`src/rtl/line_delay_buffer_if.sv`:
```
// ---------------------------------------------------------------------------
// line_delay_buffer_if
//   Bundles the sample stream, configuration and status signals of
//   line_delay_buffer.
//
//   Signals
//     in_valid    master->slave  sample strobe (no backpressure)
//     in_data     master->slave  CHANNELS*WIDTH packed samples, lane k at [k*WIDTH +: WIDTH]
//     cfg_load    master->slave  one-cycle strobe: latch delay_len, restart filling
//     delay_len   master->slave  requested delay in accepted samples
//     out_valid   slave->master  one cycle per produced delayed sample
//     out_data    slave->master  delayed samples, same packing as in_data
//     fill_count  slave->master  accepted samples held toward the active delay
//     filling     slave->master  high while the buffer is still filling
//
//   Handshake: there is no ready. A sample is accepted on every rising clk
//   edge where in_valid=1. out_valid is a pure strobe; the consumer must take
//   out_data in the cycle out_valid=1, and out_data holds otherwise.
// ---------------------------------------------------------------------------
interface line_delay_buffer_if #(
  parameter int WIDTH     = 8,
  parameter int CHANNELS  = 1,
  parameter int MAX_DEPTH = 16
);
  localparam int DW = $clog2(MAX_DEPTH + 1);

  logic                      in_valid;
  logic [WIDTH*CHANNELS-1:0] in_data;
  logic                      cfg_load;
  logic [DW-1:0]             delay_len;
  logic                      out_valid;
  logic [WIDTH*CHANNELS-1:0] out_data;
  logic [DW-1:0]             fill_count;
  logic                      filling;

  modport master (
    output in_valid, in_data, cfg_load, delay_len,
    input  out_valid, out_data, fill_count, filling
  );

  modport slave (
    input  in_valid, in_data, cfg_load, delay_len,
    output out_valid, out_data, fill_count, filling
  );
endinterface

```
`src/rtl/line_delay_buffer.sv`:
```
// ---------------------------------------------------------------------------
// line_delay_buffer
//   Programmable sample delay line. Every accepted multi-channel sample is
//   written into a MAX_DEPTH-entry circular buffer; once D samples have been
//   collected since the last reset or cfg_load, each further accept emits the
//   sample accepted exactly D accepts earlier, one clock after the accept.
//
//   Ports
//     clk    clock, all state changes on the rising edge
//     reset  asynchronous, active-high reset
//     bus    line_delay_buffer_if.slave (stream in, delayed stream out,
//            configuration strobe, fill status; filling mirrors the FSM state)
// ---------------------------------------------------------------------------
module line_delay_buffer #(
  parameter int WIDTH     = 8,
  parameter int CHANNELS  = 1,
  parameter int MAX_DEPTH = 16
) (
  input  logic                  clk,
  input  logic                  reset,
  line_delay_buffer_if.slave    bus
);

  localparam int DW     = $clog2(MAX_DEPTH + 1);
  localparam int PW     = $clog2(MAX_DEPTH);
  localparam int AW     = DW + 1;
  localparam int DATA_W = WIDTH * CHANNELS;

  typedef enum logic {
    FILL = 1'b0,
    RUN  = 1'b1
  } state_t;

  state_t              state_q, state_d;
  logic [DW-1:0]       d_q, d_d;
  logic [DW-1:0]       fill_q, fill_d;
  logic [DW-1:0]       fill_inc;
  logic [DW-1:0]       d_clamped;
  logic [PW-1:0]       wr_ptr_q, wr_ptr_d, wr_ptr_inc;
  logic [PW-1:0]       rd_addr;
  logic [AW-1:0]       wr_ext, d_ext, rd_ext;
  logic                out_valid_q, out_valid_d;
  logic [DATA_W-1:0]   out_data_q, out_data_d;
  logic                mem_we;

  // Storage is deliberately not reset: FILL gating guarantees no entry is
  // read before it has been written under the current configuration.
  logic [DATA_W-1:0]   mem [MAX_DEPTH];

  // Delay clamp applied at latch time: 0 behaves as 1, oversize as MAX_DEPTH.
  always_comb begin
    d_clamped = bus.delay_len;
    if (bus.delay_len == '0) begin
      d_clamped = DW'(1);
    end else if (bus.delay_len > DW'(MAX_DEPTH)) begin
      d_clamped = DW'(MAX_DEPTH);
    end
  end

  // Read address = (wr_ptr - D) mod MAX_DEPTH. Computed one bit wider so
  // the add-back of MAX_DEPTH cannot overflow for non-power-of-two depths.
  always_comb begin
    wr_ext = AW'(wr_ptr_q);
    d_ext  = AW'(d_q);
    if (wr_ext >= d_ext) begin
      rd_ext = wr_ext - d_ext;
    end else begin
      rd_ext = wr_ext + AW'(MAX_DEPTH) - d_ext;
    end
    rd_addr = PW'(rd_ext);
  end

  assign wr_ptr_inc = (wr_ptr_q == PW'(MAX_DEPTH - 1)) ? '0 : wr_ptr_q + PW'(1);
  assign fill_inc   = fill_q + DW'(1);

  // Next-state and output logic.
  always_comb begin
    state_d     = state_q;
    d_d         = d_q;
    fill_d      = fill_q;
    wr_ptr_d    = wr_ptr_q;
    out_valid_d = 1'b0;
    out_data_d  = out_data_q;
    mem_we      = bus.in_valid;

    if (bus.in_valid) begin
      wr_ptr_d = wr_ptr_inc;
    end

    if (bus.cfg_load) begin
      // A sample arriving with cfg_load is the first of the new configuration.
      d_d     = d_clamped;
      fill_d  = bus.in_valid ? DW'(1) : '0;
      state_d = (bus.in_valid && (d_clamped == DW'(1))) ? RUN : FILL;
    end else if (bus.in_valid) begin
      case (state_q)
        FILL: begin
          fill_d = fill_inc;
          if (fill_inc == d_q) begin
            state_d = RUN;
          end
        end
        RUN: begin
          // Read happens before this cycle's write lands, so D=MAX_DEPTH
          // (read and write at the same address) returns the old entry.
          out_valid_d = 1'b1;
          out_data_d  = mem[rd_addr];
        end
        default: begin
          state_d = FILL;
        end
      endcase
    end
  end

  always_ff @(posedge clk or posedge reset) begin
    if (reset) begin
      state_q     <= FILL;
      d_q         <= DW'(MAX_DEPTH);
      fill_q      <= '0;
      wr_ptr_q    <= '0;
      out_valid_q <= 1'b0;
      out_data_q  <= '0;
    end else begin
      state_q     <= state_d;
      d_q         <= d_d;
      fill_q      <= fill_d;
      wr_ptr_q    <= wr_ptr_d;
      out_valid_q <= out_valid_d;
      out_data_q  <= out_data_d;
    end
  end

  always_ff @(posedge clk) begin
    if (mem_we) begin
      mem[wr_ptr_q] <= bus.in_data;
    end
  end

  assign bus.out_valid  = out_valid_q;
  assign bus.out_data   = out_data_q;
  assign bus.fill_count = fill_q;
  assign bus.filling    = (state_q == FILL);

endmodule
```
`src/flat_wrapper.sv`:
```
// flat-port wrapper written by rule: the top's interface ports become plain ports
module line_delay_buffer_flat 
#(
  parameter int WIDTH     = 8,
  parameter int CHANNELS  = 1,
  parameter int MAX_DEPTH = 16
)
  (clk, reset, bus_in_valid, bus_in_data, bus_cfg_load, bus_delay_len, bus_out_valid, bus_out_data, bus_fill_count, bus_filling);
  line_delay_buffer_if #(.WIDTH(WIDTH), .CHANNELS(CHANNELS), .MAX_DEPTH(MAX_DEPTH)) bus_i ();
  input  logic clk;
  input  logic reset;
  input wire logic [$bits(bus_i.in_valid)-1:0] bus_in_valid;
  input wire logic [$bits(bus_i.in_data)-1:0] bus_in_data;
  input wire logic [$bits(bus_i.cfg_load)-1:0] bus_cfg_load;
  input wire logic [$bits(bus_i.delay_len)-1:0] bus_delay_len;
  output wire logic [$bits(bus_i.out_valid)-1:0] bus_out_valid;
  output wire logic [$bits(bus_i.out_data)-1:0] bus_out_data;
  output wire logic [$bits(bus_i.fill_count)-1:0] bus_fill_count;
  output wire logic [$bits(bus_i.filling)-1:0] bus_filling;
  assign bus_i.in_valid = bus_in_valid;
  assign bus_i.in_data = bus_in_data;
  assign bus_i.cfg_load = bus_cfg_load;
  assign bus_i.delay_len = bus_delay_len;
  assign bus_out_valid = bus_i.out_valid;
  assign bus_out_data = bus_i.out_data;
  assign bus_fill_count = bus_i.fill_count;
  assign bus_filling = bus_i.filling;
  line_delay_buffer #(.WIDTH(WIDTH), .CHANNELS(CHANNELS), .MAX_DEPTH(MAX_DEPTH)) u_core (.clk(clk), .reset(reset), .bus(bus_i));
endmodule
```
`config.mk`:
```
export PLATFORM = sky130hd
export DESIGN_NAME = line_delay_buffer_flat
export DESIGN_NICKNAME = d
export VERILOG_FILES = /design/src/rtl/line_delay_buffer_if.sv /design/src/rtl/line_delay_buffer.sv /design/src/flat_wrapper.sv
export SDC_FILE = /design/constraint.sdc
export NUM_CORES = 1
export LEC_CHECK = 0
export BUFFER_PORTS_ARGS = -buffer_cell sky130_fd_sc_hd__buf_4
export CAP_MARGIN = 20
export CORE_MARGIN = 2
export CORE_UTILIZATION = 30
export CTS_CLUSTER_DIAMETER = 30
export DETAILED_ROUTE_END_ITERATION = 12
export GPL_TIMING_DRIVEN = 0
export SYNTH_ARGS = -nofsm -noshare
export SYNTH_HDL_FRONTEND = slang
export SYNTH_SLANG_ARGS = --single-unit
```
`constraint.sdc`:
```
create_clock -name clk -period 6.3 [get_ports clk]
set_input_delay 0 -clock clk [delete_from_list [all_inputs] [get_ports clk]]
set_output_delay 0 -clock clk [all_outputs]
set_load 0.1 [all_outputs]
```
==> results.json, run 1 <==
{
  "maxSlewViolCount": 0,
  "x_dimension_of_the_die_um": 148,
  "synthesis.instances": 335,
  "power_per_cell_area_mw_per_mm2": 459,
  "rsz0062_at_grt": "no",
  "slowest_delay_ns": 0.69,
  "numCtsBuffers": 17,
  "wl_per_cell_um": 18.9,
  "run_status": "complete, no violations",
  "firstDrtPassIters": 4,
  "postCtsResizedCells": 0,
  "irDropWorstVdd_mv": 0.199,
  "multi_input_comb_area_mm2": 0.00166,
  "critPathArrivalTime_ns": 3.43,
  "final-seq-area_mm2": 0.00445,
  "fraction_of_registers_with_async_set_or_reset_after_synthesis_pct": 15.8,
  "critical_path.max_fanout": 10,
  "total_leakage_power_nw": 2.63,
  "post_synth_num_cell_types": 40,
  "cpLargestDelayFamily": "buffers and inverters",
  "cts.sink_count": 152,
  "die_y_um": 148,
  "netlist_top_cells_area": "edfxtp_1 62%, mux4_2 12%, dfrtp_1 9.3%",
  "count_of_final_hold_check_violations": 0,
  "path_common_cell": "inv_1",
  "max_clock_freq_mhz": 319,
  "synthFlopType": "edfxtp_1",
  "critical_path_buf_inv_count": 3,
  "timing.critical_path.cells": "inv_1 -> ha_1 -> inv_1 -> fa_1 -> buf_1 -> mux4_2 -> mux2i_1 -> o221ai_1",
  "clock_tree.htree_level_count": 4,
  "worstSetupStartpointType": "flip-flop",
  "critPathLaunch": "u_core.wr_ptr_q[0]$_DFFE_PP0P_",
  "max_slew_margin_pct": 34.6,
  "port_buffers": 29,
  "worstSetupEndpointType": "flip-flop",
  "cts_hold_buf": 19,
  "ant_nets": 0,
  "critical-path-slowest-cell": "buf_1",
  "vias_in_the_first_global_route": 3409,
  "cts_max_path_buffers": 2,
  "global_route_wire_length_before_repair_um": 20000,
  "finalCriticalPeriod_ns": 3.13,
  "drc": 0,
  "min_period_over_period_pct": 49.8,
  "max-cap-violations": 0,
  "reg2reg_from": "u_core.wr_ptr_q[0]$_DFFE_PP0P_",
  "post_cts_buffers": 0,
  "cts_tree": "built",
  "post_route_cells_drive_above_1_share_pct": 25.6,
  "number_of_nets_in_the_finished_design": 428,
  "setup_violations": 0,
  "ports": 32,
  "timing.clock.skew_ns": 0.00560,
  "grtUsageTotal_pct": 12.9,
  "critPathRequiredTime_ns": 6.59,
  "synth_top_area_share_pct": 61.8,
  "fp-row-count": 52,
  "core_area_mm2": 0.0203,
  "vias_per_cell": 4.68,
  "via_count": 3204,
  "drt_iter0_markers": 178,
  "wirelength_um": 13000,
  "ys_seq_elements": 152,
  "dieArea_mm2": 0.0219,
  "start_util_pct": 30.6,
  "yosys_warnings": 0,
  "cts_root_buf": "clkbuf_16",
  "gp_congestion": 0.791,
  "antenna_violations_before_repair": 0,
  "synth_top_cell_by_area": "edfxtp_1",
  "clock_insertion_delay_worst_skew_ns": 0.43,
  "grt_max_degree": 25,
  "worstMarginPinSlew_ns": 0.980,
  "num_antenna_cells": 0,
  "number_of_enable_type_register_cells_in_the_synthesized_netlist": 128,
  "syn_to_final_growth_pct": 21.0,
  "grt_overflow": 0,
  "clock_transition_at_the_registers_of_the_reported_paths_ns": 0.06,
  "synth_net_count": 361,
  "num-fill-cells": 1888,
  "detailedPlacementHpwl_um": 8540,
  "synthesis.area_per_instance_um2": 18.6,
  "setup_tns_ns": 0,
  "layout_utilization_pct": 37.1,
  "holdCritPathClass": "in2async",
  "crit_type": "reg2reg",
  "sequential_area_share_after_synthesis_pct": 71.5,
  "syn-cell-area_mm2": 0.00622
}
[area by class of cell]
class | instances | share of cell area, %
flip-flops and latches | 152 | 59.1
multi-input cells | 161 | 22.1
clock buffers | 19 | 5.75
repair buffers | 48 | 5.42
well taps | 270 | 4.49
clock inverters | 12 | 1.68
plain buffers | 11 | 0.848
inverters | 11 | 0.615
[layer usage]
layer | vias up | part of all wire, % | GRT usage, %
met5 | - | 0 | 0
met4 | 0 | 1.5 | 4.86
met3 | 15 | 5.2 | 4.32
met2 | 75 | 51 | 20.5
met1 | 1665 | 43 | 16.3
li1 | 1449 | - | -
[worst reg2reg max path: stages, from the launching register on]
cell and delay, ns:
dfrtp_1 0.45, inv_1 0.15, ha_1 0.19, inv_1 0.05, fa_1 0.61, buf_1 0.69, mux4_2 0.42, mux2i_1 0.27
o221ai_1 0.16
[power by group]
part           leakage [nW]  internal, W  switching [W]
sequential             1.46      0.00121      0.0000622
combinational         0.903     0.000476       0.000726
clock                 0.265     0.000579       0.000400
total                  2.63      0.00227        0.00119
[flip-flops by register name, summed over array words and instances (netlist names)]
register               count
u_core.mem               128
u_core.bus.out_data        8
u_core.bus.fill_count      5
u_core.d_q                 5
u_core.wr_ptr_q            4
u_core.bus.out_valid       1
u_core.state_q             1
[logic make-up after synthesis]
group           after synthesis  synth area share [%]
mux                          51                  14.7
compound gates               22                  2.43
fa+ha+maj                     9                  1.93
buf+inv                      22                  1.77
flops                       152                  71.5
simple gates                 65                  5.59
xor+xnor                     14                  2.09
[cells in the final DEF (no fill, tap or decap), types with 3 or more instances in the layout]
cell,netlist,final
a21oi_1,3,3
and2_1,16,16
buf_1,3,3
buf_2,3,3
buf_4,3,32
clkbuf_1,1,3
clkbuf_16,0,17
clkinvlp_4,0,3
dfrtp_1,23,23
dlygate4sd3_1,0,19
edfxtp_1,128,128
ha_1,8,8
inv_1,10,10
inv_6,1,4
mux2i_1,17,17
mux4_2,32,32
nand2_1,17,17
nand3b_1,3,3
nor2_1,11,11
nor3_1,3,3
o21ai_0,7,7
o221ai_1,9,9
xnor2_1,7,7
xor2_1,6,6
[synth_stat cells, drive strengths merged, types with 2 or more instances]
master / instances
xnor2: 7
ha: 8
mux2: 2
o221ai: 9
nor3b: 2
nand3b: 3
xor2: 7
nand4: 2
nand2: 18
nand3: 2
mux4: 32
edfxtp: 128
buf: 10
inv: 11
nor3: 4
a21oi: 4
o21ai: 7
and2: 16
dfrtp: 23
nor2: 13
mux2i: 17
[through the flow]
step | hold slack [ns] | area [um2] | power (W) | setup slack (ns) | cells
finish | 0.360 | 7520 | 0.00346 | 3.17 | 684
detailed placement | 0.262 | 6770 | 0.00251 | 3.17 | 634
floorplan | 0.0139 | 6220 | 0.00219 | 3.95 | 335
CTS | 0.377 | 7520 | 0.00350 | 3.13 | 684
global placement | 0.258 | 6770 | 0.00249 | 3.25 | 634
global route | 0.416 | 7520 | 0.00363 | 3.02 | 684
[path summary, 6_finish.rpt]
kind | cells after the start | endpoint | slack (ns)
max | 8 | u_core.bus.out_data[4]$_DFFE_PP0P_ | 3.17
min | 3 | u_core.d_q[2]$_DFFE_PP0P_ | 0.36
max reg2reg | 8 | u_core.bus.out_data[4]$_DFFE_PP0P_ | 3.17
min reg2reg | 2 | u_core.bus.out_data[6]$_DFFE_PP0P_ | 0.50
max in group asynchronous | 3 | u_core.wr_ptr_q[2]$_DFFE_PP0P_ | 5.35
min in group clk | 3 | u_core.wr_ptr_q[1]$_DFFE_PP0P_ | 0.42
Note: power is estimated with default switching activity, not from simulation.
==> inputs of run 2 (changes only) <==
- clock period: 6.3 -> 2.8 ns (I/O delays scaled with it)
==> run 2 against run 1 <==
Power rose by 130%. Final area rose by 0.30%. Final cell count did not move. Combinational power rose by 130%. Wire length fell by 0.54%. Setup slack got worse by 3.0 ns. Core utilization rose by 0.11 points. Global-route usage barely moved. Count of clock-buffer cells in the layout did not move. Sequential power rose by 120%. Clock power rose by 120%. Critical endpoint unchanged. Largest power group unchanged.
==> results.json, run 2 (synthesis gave the netlist of run 1 again) <==
{
  "run_status": "complete, no violations",
  "start_util_pct": 30.6,
  "num_antenna_cells": 0,
  "fp-row-count": 52,
  "clock_transition_at_the_registers_of_the_reported_paths_ns": 0.06,
  "maxSlewViolCount": 0,
  "place_area_mm2": 0.00677,
  "firstDrtPassIters": 4,
  "cts_tree": "built",
  "cts.sink_count": 152,
  "post_cts_buffers": 0,
  "wirelength_um": 12900,
  "wl_per_cell_um": 18.8,
  "drc": 0,
  "power_per_cell_area_mw_per_mm2": 1030,
  "worstSetupStartpointType": "flip-flop",
  "worst_slack_ns": 0.171,
  "ports": 32,
  "finalCriticalPeriod_ns": 2.63,
  "gp_congestion": 0.791,
  "layout_commonest_cell": "edfxtp_1",
  "max-cap-violations": 0,
  "detailedPlacementHpwl_um": 8540,
  "multi_input_comb_area_mm2": 0.00167,
  "final_cell_mix": "128 x edfxtp_1, 34 x buf_4, 32 x mux4_2, 23 x dfrtp_1, 19 x dlygate4sd3_1",
  "layout_utilization_pct": 37.2,
  "x_dimension_of_the_die_um": 148,
  "ant_nets": 0,
  "via_count": 3160,
  "regMostFlops": "u_core.mem",
  "grtUsageTotal_pct": 12.9,
  "cts_root_buf": "clkbuf_16",
  "rsz0062_at_grt": "no",
  "max_slew_margin_pct": 34.1,
  "syn_to_final_growth_pct": 21.3,
  "final-seq-area_mm2": 0.00445,
  "worstSetupEndpointType": "flip-flop",
  "cts_max_path_buffers": 2,
  "grt_overflow": 0,
  "irDropWorstVdd_mv": 0.449,
  "vias_in_the_first_global_route": 3403,
  "critPathLaunch": "u_core.wr_ptr_q[0]$_DFFE_PP0P_",
  "clock_insertion_delay_worst_skew_ns": 0.42,
  "max_clock_freq_mhz": 380,
  "critPathRequiredTime_ns": 3.08,
  "final_area_mm2": 0.00755,
  "critical_path.max_fanout": 10,
  "global_route_wire_length_before_repair_um": 20000,
  "port_buffers": 29,
  "dieArea_mm2": 0.0219,
  "reg2reg_from": "u_core.wr_ptr_q[0]$_DFFE_PP0P_",
  "vias_per_cell": 4.62,
  "num-fill-cells": 1889,
  "crit_type": "reg2reg",
  "holdCritPathClass": "in2async",
  "antenna_violations_before_repair": 0,
  "grt_max_degree": 25,
  "number_of_nets_in_the_finished_design": 428,
  "critPathArrivalTime_ns": 2.91,
  "numCtsBuffers": 17,
  "largest_register_ffs": 128,
  "min_period_over_period_pct": 93.9,
  "core_area_mm2": 0.0203,
  "dpl_worst_slack_ns": -0.333,
  "post_route_cells_drive_above_1_share_pct": 26.3,
  "setup_violations": 0,
  "dp.cells": 634,
  "worstMarginPinSlew_ns": 0.988,
  "total_leakage_power_nw": 2.64,
  "drt_iter0_markers": 198,
  "post_layout_power_w": 0.00780,
  "die_y_um": 148,
  "timing.clock.skew_ns": 0.0131,
  "finalNonFillerCells": 684,
  "count_of_final_hold_check_violations": 0,
  "clock_tree.htree_level_count": 4
}
[run 2: layout make-up]
class | instances | share of cell area (%)
Sequential cell | 152 | 58.9
Clock inverter | 12 | 1.67
Inverter | 11 | 0.613
Timing Repair Buffer | 48 | 5.41
Multi-Input combinational cell | 161 | 22.2
Clock buffer | 19 | 5.74
Buffer | 11 | 0.995
Tap cell | 270 | 4.48
[run 2: metrics by stage]
step	TNS [ns]	hold WS, ns
2_1_floorplan	0	0.0139
3_3_place_gp	-1.41	0.258
3_5_place_dp	-2.00	0.262
6_report	0	0.372
4_1_cts	0	0.377
5_1_grt	0	0.416
[run 2: worst max-delay path, stage by stage (launching register included)]
cell      delay (ns)
dfrtp_1         0.45
inv_1           0.15
ha_1            0.19
inv_1           0.06
fa_1            0.61
buf_4           0.27
mux4_2          0.33
mux2i_1         0.27
o221ai_1        0.16
[run 2: worst paths after layout]
check | to | slack (ns) | cells past startpoint
min | u_core.wr_ptr_q[3]$_DFFE_PP0P_ | 0.37 | 3
max | u_core.bus.out_data[4]$_DFFE_PP0P_ | 0.17 | 8
min in group clk | u_core.mem[4][2]$_DFFE_PP_ | 0.43 | 2
max in group asynchronous | u_core.d_q[1]$_DFFE_PP0P_ | 1.83 | 3
min reg2reg | u_core.bus.out_data[6]$_DFFE_PP0P_ | 0.50 | 2
max reg2reg | u_core.bus.out_data[4]$_DFFE_PP0P_ | 0.17 | 8
[run 2: power by group]
group          internal (W)  leakage (nW)  switching (W)
Combinational       0.00110         0.915        0.00163
Clock               0.00130         0.265       0.000894
Sequential          0.00273          1.46       0.000141
[run 2: what timing repair did]
action | in CTS | in global routing
endpoints found under the hold margin | 162 | 0
hold buffers | 19 | 0
endpoints found under the setup margin | 8 | 5
resized for setup | 7 | 5
[run 2: layer usage]
| metal | vias to the layer above | global-route usage [%] | routed length, um |
|---|---|---|---|
| li1 | 1448 | - | - |
| met1 | 1625 | 16.4 | 5510 |
| met2 | 79 | 20.6 | 6700 |
| met3 | 8 | 4.32 | 564 |
| met4 | 0 | 4.57 | 112 |
| met5 | - | 0 | 0 |
